<file path="config.mk">
export PLATFORM = sky130hd
export DESIGN_NAME = mastermind_game
export DESIGN_NICKNAME = d
export VERILOG_FILES = /design/src/rtl/mastermind_pkg.sv /design/src/rtl/mastermind_game_lfsr.sv /design/src/rtl/mastermind_game.sv
export SDC_FILE = /design/constraint.sdc
export NUM_CORES = 1
export LEC_CHECK = 0
export CAP_MARGIN = 20
export CORE_ASPECT_RATIO = 0.7
export CORE_MARGIN = 2
export CORE_UTILIZATION = 45
export CTS_CLUSTER_SIZE = 16
export DETAILED_ROUTE_END_ITERATION = 7
export PLACE_DENSITY = 0.73
export SETUP_SLACK_MARGIN = 0.1
export SYNTH_ARGS = -nofsm -noshare
export SYNTH_HDL_FRONTEND = slang
export SYNTH_SLANG_ARGS = --single-unit
</file>
<file path="constraint.sdc">
create_clock -name Clock -period 13.3 [get_ports Clock]
set_clock_uncertainty 0.1 [all_clocks]
set_input_delay 1.33 -clock Clock [delete_from_list [all_inputs] [get_ports Clock]]
set_output_delay 1.33 -clock Clock [all_outputs]
set_load 0.05 [all_outputs]
</file>
<file path="src/rtl/mastermind_pkg.sv">
// Shared types and constants for the Mastermind game engine.
// Holds the FSM state encoding, default sizing and the LFSR next-state helper.
package mastermind_pkg;

    typedef enum logic [1:0] {
        ST_IDLE  = 2'd0,
        ST_PLAY  = 2'd1,
        ST_SCORE = 2'd2,
        ST_DONE  = 2'd3
    } state_e;

    localparam int          DEF_NUM_PEGS   = 4;
    localparam int          DEF_COLOR_BITS = 2;
    localparam int          DEF_MAX_TURNS  = 8;
    localparam logic [15:0] DEF_SEED       = 16'hACE1;

    // Taps 16,14,13,11 (1-based), i.e. bits 15,13,12,10.
    localparam logic [15:0] LFSR_TAPS = 16'hB400;

    function automatic logic [15:0] lfsr_next(input logic [15:0] v);
        return {v[14:0], ^(v & LFSR_TAPS)};
    endfunction

endpackage

</file>
<file path="src/rtl/mastermind_game_lfsr.sv">
// Free-running 16-bit Fibonacci LFSR used as the random secret-code source.
module random_lfsr
    import mastermind_pkg::*;
#(
    parameter logic [15:0] SEED = DEF_SEED
) (
    input  logic        Clock,
    input  logic        Reset,
    output logic [15:0] value
);

    // Advance on every cycle outside reset.
    always_ff @(posedge Clock) begin
        if (Reset) begin
            value <= SEED;
        end else begin
            value <= lfsr_next(value);
        end
    end

endmodule

</file>
<file path="src/rtl/mastermind_game.sv">
// Mastermind game engine: holds a secret code, scores guesses one color per
// cycle and tracks turns until the player wins or runs out of guesses.
module mastermind_game
    import mastermind_pkg::*;
#(
    parameter int          NUM_PEGS   = DEF_NUM_PEGS,
    parameter int          COLOR_BITS = DEF_COLOR_BITS,
    parameter int          MAX_TURNS  = DEF_MAX_TURNS,
    parameter logic [15:0] SEED       = DEF_SEED
) (
    input  logic                               Clock,
    input  logic                               Reset,
    input  logic                               new_game,
    input  logic                               load_code,
    input  logic [NUM_PEGS*COLOR_BITS-1:0]     code_in,
    input  logic                               guess_valid,
    input  logic [NUM_PEGS*COLOR_BITS-1:0]     guess,
    output logic                               busy,
    output logic                               score_valid,
    output logic [$clog2(NUM_PEGS+1)-1:0]      exact,
    output logic [$clog2(NUM_PEGS+1)-1:0]      misplaced,
    output logic [$clog2(MAX_TURNS+1)-1:0]     turn_count,
    output logic                               win,
    output logic                               lose,
    output logic [NUM_PEGS*COLOR_BITS-1:0]     code_out
);

    localparam int CODE_W     = NUM_PEGS * COLOR_BITS;
    localparam int NUM_COLORS = 2 ** COLOR_BITS;
    localparam int CNT_W      = $clog2(NUM_PEGS + 1);
    localparam int TURN_W     = $clog2(MAX_TURNS + 1);

    if (CODE_W > 16) begin : g_code_w_check
        $error("mastermind_game: NUM_PEGS*COLOR_BITS must not exceed 16");
    end
    if (SEED == 16'h0000) begin : g_seed_check
        $error("mastermind_game: SEED must be nonzero");
    end

    state_e              state_r, state_nxt_s;
    logic [15:0]         lfsr_s;
    logic                lfsr_unused_s;
    logic [CODE_W-1:0]   secret_r, guess_r;
    logic [CNT_W-1:0]    exact_pend_r, hits_r, hits_nxt_s, guess_exact_s;
    logic [COLOR_BITS-1:0] color_r;
    logic                last_color_s;
    logic [CNT_W-1:0]    exact_r, misplaced_r;
    logic [TURN_W-1:0]   turn_r;
    logic                win_r, lose_r, score_valid_r;

    random_lfsr #(.SEED(SEED)) u_lfsr (
        .Clock (Clock),
        .Reset (Reset),
        .value (lfsr_s)
    );

    // Only the low CODE_W bits feed the code; the rest are intentionally dropped.
    assign lfsr_unused_s = ^lfsr_s;

    function automatic logic [CNT_W-1:0] count_color(input logic [CODE_W-1:0] c,
                                                      input logic [COLOR_BITS-1:0] col);
        logic [CNT_W-1:0] n;
        n = '0;
        for (int i = 0; i < NUM_PEGS; i++) begin
            if (c[i*COLOR_BITS +: COLOR_BITS] == col) n = n + CNT_W'(1);
        end
        return n;
    endfunction

    function automatic logic [CNT_W-1:0] count_exact(input logic [CODE_W-1:0] a,
                                                      input logic [CODE_W-1:0] b);
        logic [CNT_W-1:0] n;
        n = '0;
        for (int i = 0; i < NUM_PEGS; i++) begin
            if (a[i*COLOR_BITS +: COLOR_BITS] == b[i*COLOR_BITS +: COLOR_BITS]) n = n + CNT_W'(1);
        end
        return n;
    endfunction

    // Per-color hit accumulation and exact count of an incoming guess.
    always_comb begin
        logic [CNT_W-1:0] in_code_s, in_guess_s;
        in_code_s     = count_color(secret_r, color_r);
        in_guess_s    = count_color(guess_r, color_r);
        hits_nxt_s    = hits_r + ((in_code_s < in_guess_s) ? in_code_s : in_guess_s);
        guess_exact_s = count_exact(secret_r, guess);
        last_color_s  = (color_r == COLOR_BITS'(NUM_COLORS - 1));
    end

    // State register.
    always_ff @(posedge Clock) begin
        if (Reset) begin
            state_r <= ST_IDLE;
        end else begin
            state_r <= state_nxt_s;
        end
    end

    // Next-state logic; new_game overrides everything else.
    always_comb begin
        state_nxt_s = state_r;
        if (new_game) begin
            state_nxt_s = ST_PLAY;
        end else begin
            case (state_r)
                ST_IDLE:  state_nxt_s = ST_IDLE;
                ST_PLAY:  state_nxt_s = guess_valid ? ST_SCORE : ST_PLAY;
                ST_SCORE: begin
                    if (!last_color_s) begin
                        state_nxt_s = ST_SCORE;
                    end else if (exact_pend_r == CNT_W'(NUM_PEGS)) begin
                        state_nxt_s = ST_DONE;
                    end else if (turn_r + TURN_W'(1) == TURN_W'(MAX_TURNS)) begin
                        state_nxt_s = ST_DONE;
                    end else begin
                        state_nxt_s = ST_PLAY;
                    end
                end
                ST_DONE:  state_nxt_s = ST_DONE;
                default:  state_nxt_s = ST_IDLE;
            endcase
        end
    end

    // Game datapath: secret capture, guess scoring and turn bookkeeping.
    always_ff @(posedge Clock) begin
        if (Reset) begin
            secret_r      <= '0;
            guess_r       <= '0;
            exact_pend_r  <= '0;
            hits_r        <= '0;
            color_r       <= '0;
            exact_r       <= '0;
            misplaced_r   <= '0;
            turn_r        <= '0;
            win_r         <= 1'b0;
            lose_r        <= 1'b0;
            score_valid_r <= 1'b0;
        end else if (new_game) begin
            secret_r      <= load_code ? code_in : lfsr_s[CODE_W-1:0];
            hits_r        <= '0;
            color_r       <= '0;
            exact_r       <= '0;
            misplaced_r   <= '0;
            turn_r        <= '0;
            win_r         <= 1'b0;
            lose_r        <= 1'b0;
            score_valid_r <= 1'b0;
        end else begin
            score_valid_r <= 1'b0;
            case (state_r)
                ST_PLAY: begin
                    if (guess_valid) begin
                        guess_r      <= guess;
                        exact_pend_r <= guess_exact_s;
                        hits_r       <= '0;
                        color_r      <= '0;
                    end
                end
                ST_SCORE: begin
                    hits_r  <= hits_nxt_s;
                    color_r <= color_r + COLOR_BITS'(1);
                    if (last_color_s) begin
                        exact_r       <= exact_pend_r;
                        misplaced_r   <= hits_nxt_s - exact_pend_r;
                        score_valid_r <= 1'b1;
                        turn_r        <= turn_r + TURN_W'(1);
                        if (exact_pend_r == CNT_W'(NUM_PEGS)) begin
                            win_r <= 1'b1;
                        end else if (turn_r + TURN_W'(1) == TURN_W'(MAX_TURNS)) begin
                            lose_r <= 1'b1;
                        end
                    end
                end
                default: begin
                end
            endcase
        end
    end

    // Output decode from registered state.
    always_comb begin
        busy     = (state_r == ST_SCORE);
        code_out = (state_r == ST_DONE) ? secret_r : '0;
    end

    assign score_valid = score_valid_r;
    assign exact       = exact_r;
    assign misplaced   = misplaced_r;
    assign turn_count  = turn_r;
    assign win         = win_r;
    assign lose        = lose_r;

endmodule
</file>
==> impl_results.md, run 1 <==
* RSZ-0062 raised after global routing: no
* Clk_lat worst skew at between 300 and 400 ps
* Synth Flop Type: dfxtp_1
* Final Net Count at 403
* Rows at 24
* Antenna violations before repair at 0
* Syn Inst Count at 330
* Drt first pass iters at 4
* Seq/Total Area, Yosys at 0.384
* CORE AREA at approximately 0.0062 mm^2
* Max Cap Viol at 0
* Crit. End Element: register
* Combinational power share at 0.257
* Global route overflow at 0
* Initial core utilization at 0.464
* Critical Path AT at a little over 5000 ps
* Finished Cell Area at about 0.0034 mm^2
* Initial DRC count at about 140
* CTS tree: yes
* Die ar. at ~0.007 mm^2
* DR WL met2 at 2570 um
* Vias in the first global route at ~2100
* Hold_buf cts at 0
* Critical path's top delay family: adder cells
* Largest net degree at the start of global routing at 38
* Longest Clk Path Bufs at 2
* Number of antenna diodes at 0
* H-Tree Depth at 2
* Crit path time final at about 4900 ps
* Critical-path cell list: xnor2_1 > and2_1 > ha_1 > xnor2_2 > inv_1 > ha_1 > mux2_2 > ha_1 > nand2_1 > nor2_1 > a311o_1 > mux2i_1 > fa_1 > inv_1 > fa_1 > xnor2_1 > xnor2_1 > xnor2_1 > nand2_1 > a21oi_1
* Final setup viols at 0
* Post-synth EDFFs at 0
* Hold path startpoint: u_lfsr.value[9]$_SDFF_PP0_
* YS warnings at 0
* Async SR Flop Fraction at 0
* Area delta synth->final at 19.2%
* Worst path slowest cell: dfxtp_1
* Fin. Hold Viols at 0
* Max Transition Viols Final at 0
* Commonest non-fill, non-tap cell in the layout: dfxtp_1
* Top cells by area, synth: dfxtp_1, xnor2_1, ha_1
* WL/cell at about 13 um
* Storage cell area at 0.00110 mm^2
* Syn Area/Cell at roughly 8.7 um^2
* Chip height at 70.8 um
* Slew @ Worst Pin at ~730 ps
* CTS sink cnt at between 50 and 60
* Most frequent cells in the layout: dfxtp_1, nand2_1, clkdlybuf4s50_1
* Crit path kind: register to register
* Fill cells at 600
* Via/cell ratio at roughly 5.0
* Total Power at around 0.37 mW
* Final worst slack at 8350 ps
* Status: completed
* Post-CTS setup buffers at 0
* Routability cong. at 0.762
* Area post-placement at 0.00332 mm^2
* Crit path required time at roughly 13000 ps
* Tightest Hold Check Type: register to register
* Pwr Density at 110 mW/mm^2
* First-pass GRT wire length at around 9900 um
* Vias at about 2200
* Wl on met1 at ~3000 um
* Max-slew headroom at 0.516
* Pre-CTS setup slack at between 8000 and 9000 ps
* CP startpoint: color_r[0]$_SDFFE_PP0P_
* CP dominant cell by count: xnor2_1
* Remaining DRCs at 0
* Sw Ratio at 0.301
* Root buf cell: clkbuf_8
* GRT Util Overall at 0.175
* Detailed Route WL at around 5800 um
* Boundary Pins at 43
* Total leakage power at approximately 1.4 nW
* Clock share of power at 0.268
* Worst flop-to-flop path startpoint: color_r[0]$_SDFFE_PP0P_
* DPL Wire Length at 4380 um
* Final core occ at 0.553
* Final period util at 0.372
* Top routing layer used: met4
* Int Pwr at roughly 0.26 mW
* Total net switching power at between 0.1 and 0.15 mW
* Routed Antenna Nets at 0
* Netlist cell types at 38
* Yosys reg bits at between 50 and 60
* Area share of the largest cell type after synthesis at 0.384
* Die X at a little under 100 um
* Multi-input gate area at between 0.0015 and 0.002 mm^2
* Mapped Area at 0.00287 mm^2
* F_max at 202 MHz
* Share of layout cells above drive strength 1 at 0.0685
* Startpoint types: register
* Met3 WL post-DR at 209 um
* CP Buf/Inv Count at 2
* I/O Buffers at 42
* Post-Syn Nets at about 370
* Post-synth top area cell: dfxtp_1
* Setup TNS at 0 ps
* CTS buffer count at 5
* Seq pwr share at 0.474
* Cts repair resizes at 0
* Peak VDD IR at roughly 0.055 mV
* Slowest stage delay, CP at 670 ps
* Worst-path maximum fanout at 10
* Clock Pin Slew Worst Setup and Hold Paths at 100 ps
area by class of cell:
type                       instances  area share
multi-input combinational        239       0.472
sequential                        55       0.322
timing repair buffer              44       0.127
tap                               78      0.0285
clock buffer                       6      0.0241
inverter                          19      0.0209
clock inverter                     2     0.00512
metal layers:
metal,up-vias,GRT usage
met5,-,0
met4,0,0.0502
met3,6,0.0445
met2,31,0.266
met1,1063,0.249
li1,1134,-
worst reg2reg max path, cell delays in order, from the launching register on:
cell and delay (ps):
dfxtp_1 670, xnor2_1 110, and2_1 190, ha_1 340, xnor2_2 210, inv_1 60, ha_1 280, mux2_2 280
ha_1 320, nand2_1 80, nor2_1 40, a311o_1 320, mux2i_1 140, fa_1 540, inv_1 60, fa_1 400
xnor2_1 190, xnor2_1 170, xnor2_1 150, nand2_1 70, a21oi_1 150
cell usage after synthesis, types with 2 or more instances:
cell      count
dfxtp_1      55
nand2_1      47
nor2_1       32
xnor2_1      30
a21oi_1      25
inv_1        19
ha_1         16
a211oi_1     13
clkbuf_1     12
mux2i_1      11
xor2_1       11
nor2b_1       9
and3_1        8
or2_2         7
and2_1        4
nand3_1       3
buf_2         2
buf_6         2
fa_1          2
mux2_2        2
nor2_2        2
xor2_2        2
path summary, 6_finish.rpt:
kind | end | slack, ps | cells after the start
hold / removal | u_lfsr.value[10]$_SDFF_PP1_ | 330 | 1
setup reg to reg | misplaced[2]$_SDFFE_PP0P_ | 8350 | 20
hold reg to reg | u_lfsr.value[10]$_SDFF_PP1_ | 330 | 1
setup / recovery | misplaced[2]$_SDFFE_PP0P_ | 8350 | 20
registers in the layout, summed over array words and instances, names as in the netlist, 2 cells and up:
register	count
turn_count	4
hits_r	3
secret_r	8
misplaced	3
exact_pend_r	3
color_r	2
u_lfsr.value	16
guess_r	8
state_r	2
exact	3
through the flow:
stage                     hold slack [ps]  cells
after floorplan                       289    330
after global placement                294    435
after detailed placement              294    435
after CTS                             322    443
after global routing                  347    443
final                                 326    443
power groups by stage:
stage / Clock (mW) / Combinational, mW / Sequential [mW]
after floorplan: 0 / 0.0767 / 0.179
after global placement: 0 / 0.0941 / 0.182
after detailed placement: 0 / 0.0971 / 0.182
after CTS: 0.103 / 0.0980 / 0.178
after global routing: 0.110 / 0.111 / 0.179
final: 0.100 / 0.0965 / 0.178
cell families (layout without fill, tap and decap cells):
logic type	after synthesis	after routing	share of synthesized area
mux	13	13	0.0462
buf+inv	36	71	0.0532
flops	55	55	0.384
xor+xnor	45	45	0.150
fa+ha+maj	18	18	0.0838
compound gates	43	43	0.0908
simple gates	120	120	0.192
Note: power is estimated with default switching activity, not from simulation.
==> inputs of run 2 (changes only) <==
- clock period: 13.3 -> 5.1 ns (I/O delays scaled with it)
==> impl_results.md, run 2 (synthesis results as in run 1) <==
* Status: completed
* CTS buffer count at 5 (unchanged)
* Final Net Count at 405 (+0.50%)
* Max Cap Viol at 0 (unchanged)
* Worst flop-to-flop path startpoint: secret_r[3]$_SDFFE_PP0P_
* Via/cell ratio at 5.02 (-0.36%)
* Critical Path Stages at 21 (+5.0%)
* Max-slew headroom at 0.473 (-0.0427)
* Remaining DRCs at 0 (unchanged)
* Finished Cell Area at 0.00344 mm^2 (+0.70%)
* Pwr Density at 286 mW/mm^2 (+160%)
* Final period util at 0.915 (+0.543)
* Boundary Pins at 43 (unchanged)
* CP Buf/Inv Count at 3 (+1)
* Slew @ Worst Pin at 789 ps (+63.8 ps)
* CP dominant cell by count: xnor2_1
* Crit path kind: register to register
* Fin. Hold Viols at 0 (unchanged)
* Crit path time final at 4670 ps (-282 ps)
* Routability cong. at 0.742 (-2.7%)
* Max reg flops at 16 (unchanged)
* F_max at 214 MHz (+6.0%)
* Die ar. at 0.00704 mm^2 (unchanged)
* Largest net degree at the start of global routing at 38 (unchanged)
* First-pass GRT wire length at 10300 um (+4.5%)
* Peak VDD IR at 0.162 mV (+200%)
* Final setup viols at 0 (unchanged)
* I/O Buffers at 42 (unchanged)
* GRT Util Overall at 0.183 (+0.00735)
* Chip height at 70.8 um (unchanged)
* Layout Cells excl Fill at 445 (+0.45%)
* CORE AREA at 0.00619 mm^2 (unchanged)
* DPL Wire Length at 4440 um (+1.5%)
* Worst setup endpoint: misplaced[2]$_SDFFE_PP0P_
* Die X at 99.4 um (unchanged)
* Setup TNS at 0 ps (unchanged)
* Detailed Route WL at 5970 um (+2.3%)
* Clock Pin Slew Worst Setup and Hold Paths at 110 ps (about the same)
* Crit. End Element: register
* Longest Clk Path Bufs at 2 (unchanged)
* Number of antenna diodes at 0 (unchanged)
* Total leakage power at 1.38 nW (+0.94%)
* Critical Path AT at 4810 ps (-280 ps)
* RSZ-0062 raised after global routing: no
* CTS tree: yes
* Startpoint types: register
* Initial core utilization at 0.464 (unchanged)
* Vias at 2236 (+0.090%)
* Tightest Hold Check Type: register to register
* Largest regs: u_lfsr.value (16), guess_r (8), secret_r (8)
* Rows at 24 (unchanged)
* Drt first pass iters at 4 (unchanged)
* CTS sink cnt at 55 (unchanged)
* H-Tree Depth at 2 (unchanged)
* Slowest stage delay, CP at 540 ps (-130 ps)
* Crit path required time at 5240 ps (-8200 ps)
* Root buf cell: clkbuf_8
* Antenna violations before repair at 0 (unchanged)
* Critical-path cell list: xnor2_1 > nand2_1 > inv_1 > ha_1 > xnor2_2 > inv_1 > ha_1 > mux2_2 > ha_1 > nand2_1 > nor2_1 > a311o_1 > mux2i_1 > fa_1 > inv_1 > fa_1 > xnor2_1 > xnor2_1 > xnor2_1 > nand2_1 > a21oi_1
* Commonest non-fill, non-tap cell in the layout: dfxtp_1
* Initial DRC count at 118 (-13%)
* Global route overflow at 0 (unchanged)
* Worst reg2reg path endpoint: misplaced[2]$_SDFFE_PP0P_
* Vias in the first global route at 2200 (+6.3%)
* Worst-path maximum fanout at 4 (-6)
* Worst R2R Path Depth at 21 (+5.0%)
* Hold_buf cts at 0 (unchanged)
* Max Transition Viols Final at 0 (unchanged)
* Routed Antenna Nets at 0 (unchanged)
* Worst path slowest cell: fa_1
* Most frequent cells in the layout: dfxtp_1, nand2_1, clkdlybuf4s50_1
* WL/cell at 13.4 um (+1.8%)
* Placed Cells at 437 (+0.46%)
* Area delta synth->final at 20.1%
* R2R setup slack at 430 ps (-7920 ps)
* CP startpoint: secret_r[3]$_SDFFE_PP0P_
* Clk_lat worst skew at 320 ps (about the same)
* Share of layout cells above drive strength 1 at 0.0817 (+0.0133)
* Critical path's top delay family: adder cells
* Most flops, register: u_lfsr.value
* Area post-placement at 0.00333 mm^2 (+0.45%)
## run 2: repair_timing
| action | in CTS | in global routing |
|---|---|---|
| gates resized for setup | 0 | 5 |
| endpoints found under the hold margin | 0 | 0 |
| setup endpoints to repair | 0 | 1 |
| buffers inserted | 0 | 0 |
## run 2: worst min-delay path by stage
stage	startpoint	end	slack (ps)	depth (start not counted)
after global routing	u_lfsr.value[9]$_SDFF_PP0_	u_lfsr.value[10]$_SDFF_PP1_	350	1
after detailed placement	u_lfsr.value[14]$_SDFF_PP0_	u_lfsr.value[15]$_SDFF_PP1_	300	1
after floorplan	u_lfsr.value[9]$_SDFF_PP0_	u_lfsr.value[10]$_SDFF_PP1_	290	1
after global placement	u_lfsr.value[9]$_SDFF_PP0_	u_lfsr.value[10]$_SDFF_PP1_	290	1
after CTS	u_lfsr.value[14]$_SDFF_PP0_	u_lfsr.value[15]$_SDFF_PP1_	320	1
final	u_lfsr.value[14]$_SDFF_PP0_	u_lfsr.value[15]$_SDFF_PP1_	320	1
## run 2: per-stage QoR
| stage | power [mW] | util | setup WS (ps) | hold WS (ps) |
|---|---|---|---|---|
| after global routing | 1.05 | 0.557 | 111 | 354 |
| after detailed placement | 0.728 | 0.539 | 338 | 297 |
| after CTS | 0.991 | 0.555 | 303 | 318 |
| final | 0.984 | 0.557 | 433 | 317 |
| after global placement | 0.718 | 0.539 | 488 | 294 |
| after floorplan | 0.666 | - | 644 | 289 |
## run 2: routing by layer
layer	vias to the layer above	GRT usage	share of wire
met4	0	0.0563	0.0080
met5	-	0	0
li1	1142	-	-
met2	33	0.288	0.46
met3	5	0.0356	0.040
met1	1056	0.255	0.49
## run 2: final cells by class
type | instances | area, um^2
Fill cell | 591 | 2740
Clock buffer | 6 | 82.6
Multi-Input combinational cell | 239 | 1610
Sequential cell | 55 | 1110
Timing Repair Buffer | 46 | 450
Clock inverter | 2 | 17.5
Inverter | 19 | 71.3
Tap cell | 78 | 97.6
## run 2: where the power goes
group | switching, mW | total, mW | internal (mW)
Clock | 0.153 | 0.267 | 0.114
Combinational | 0.131 | 0.254 | 0.123
Sequential | 0.0168 | 0.462 | 0.446
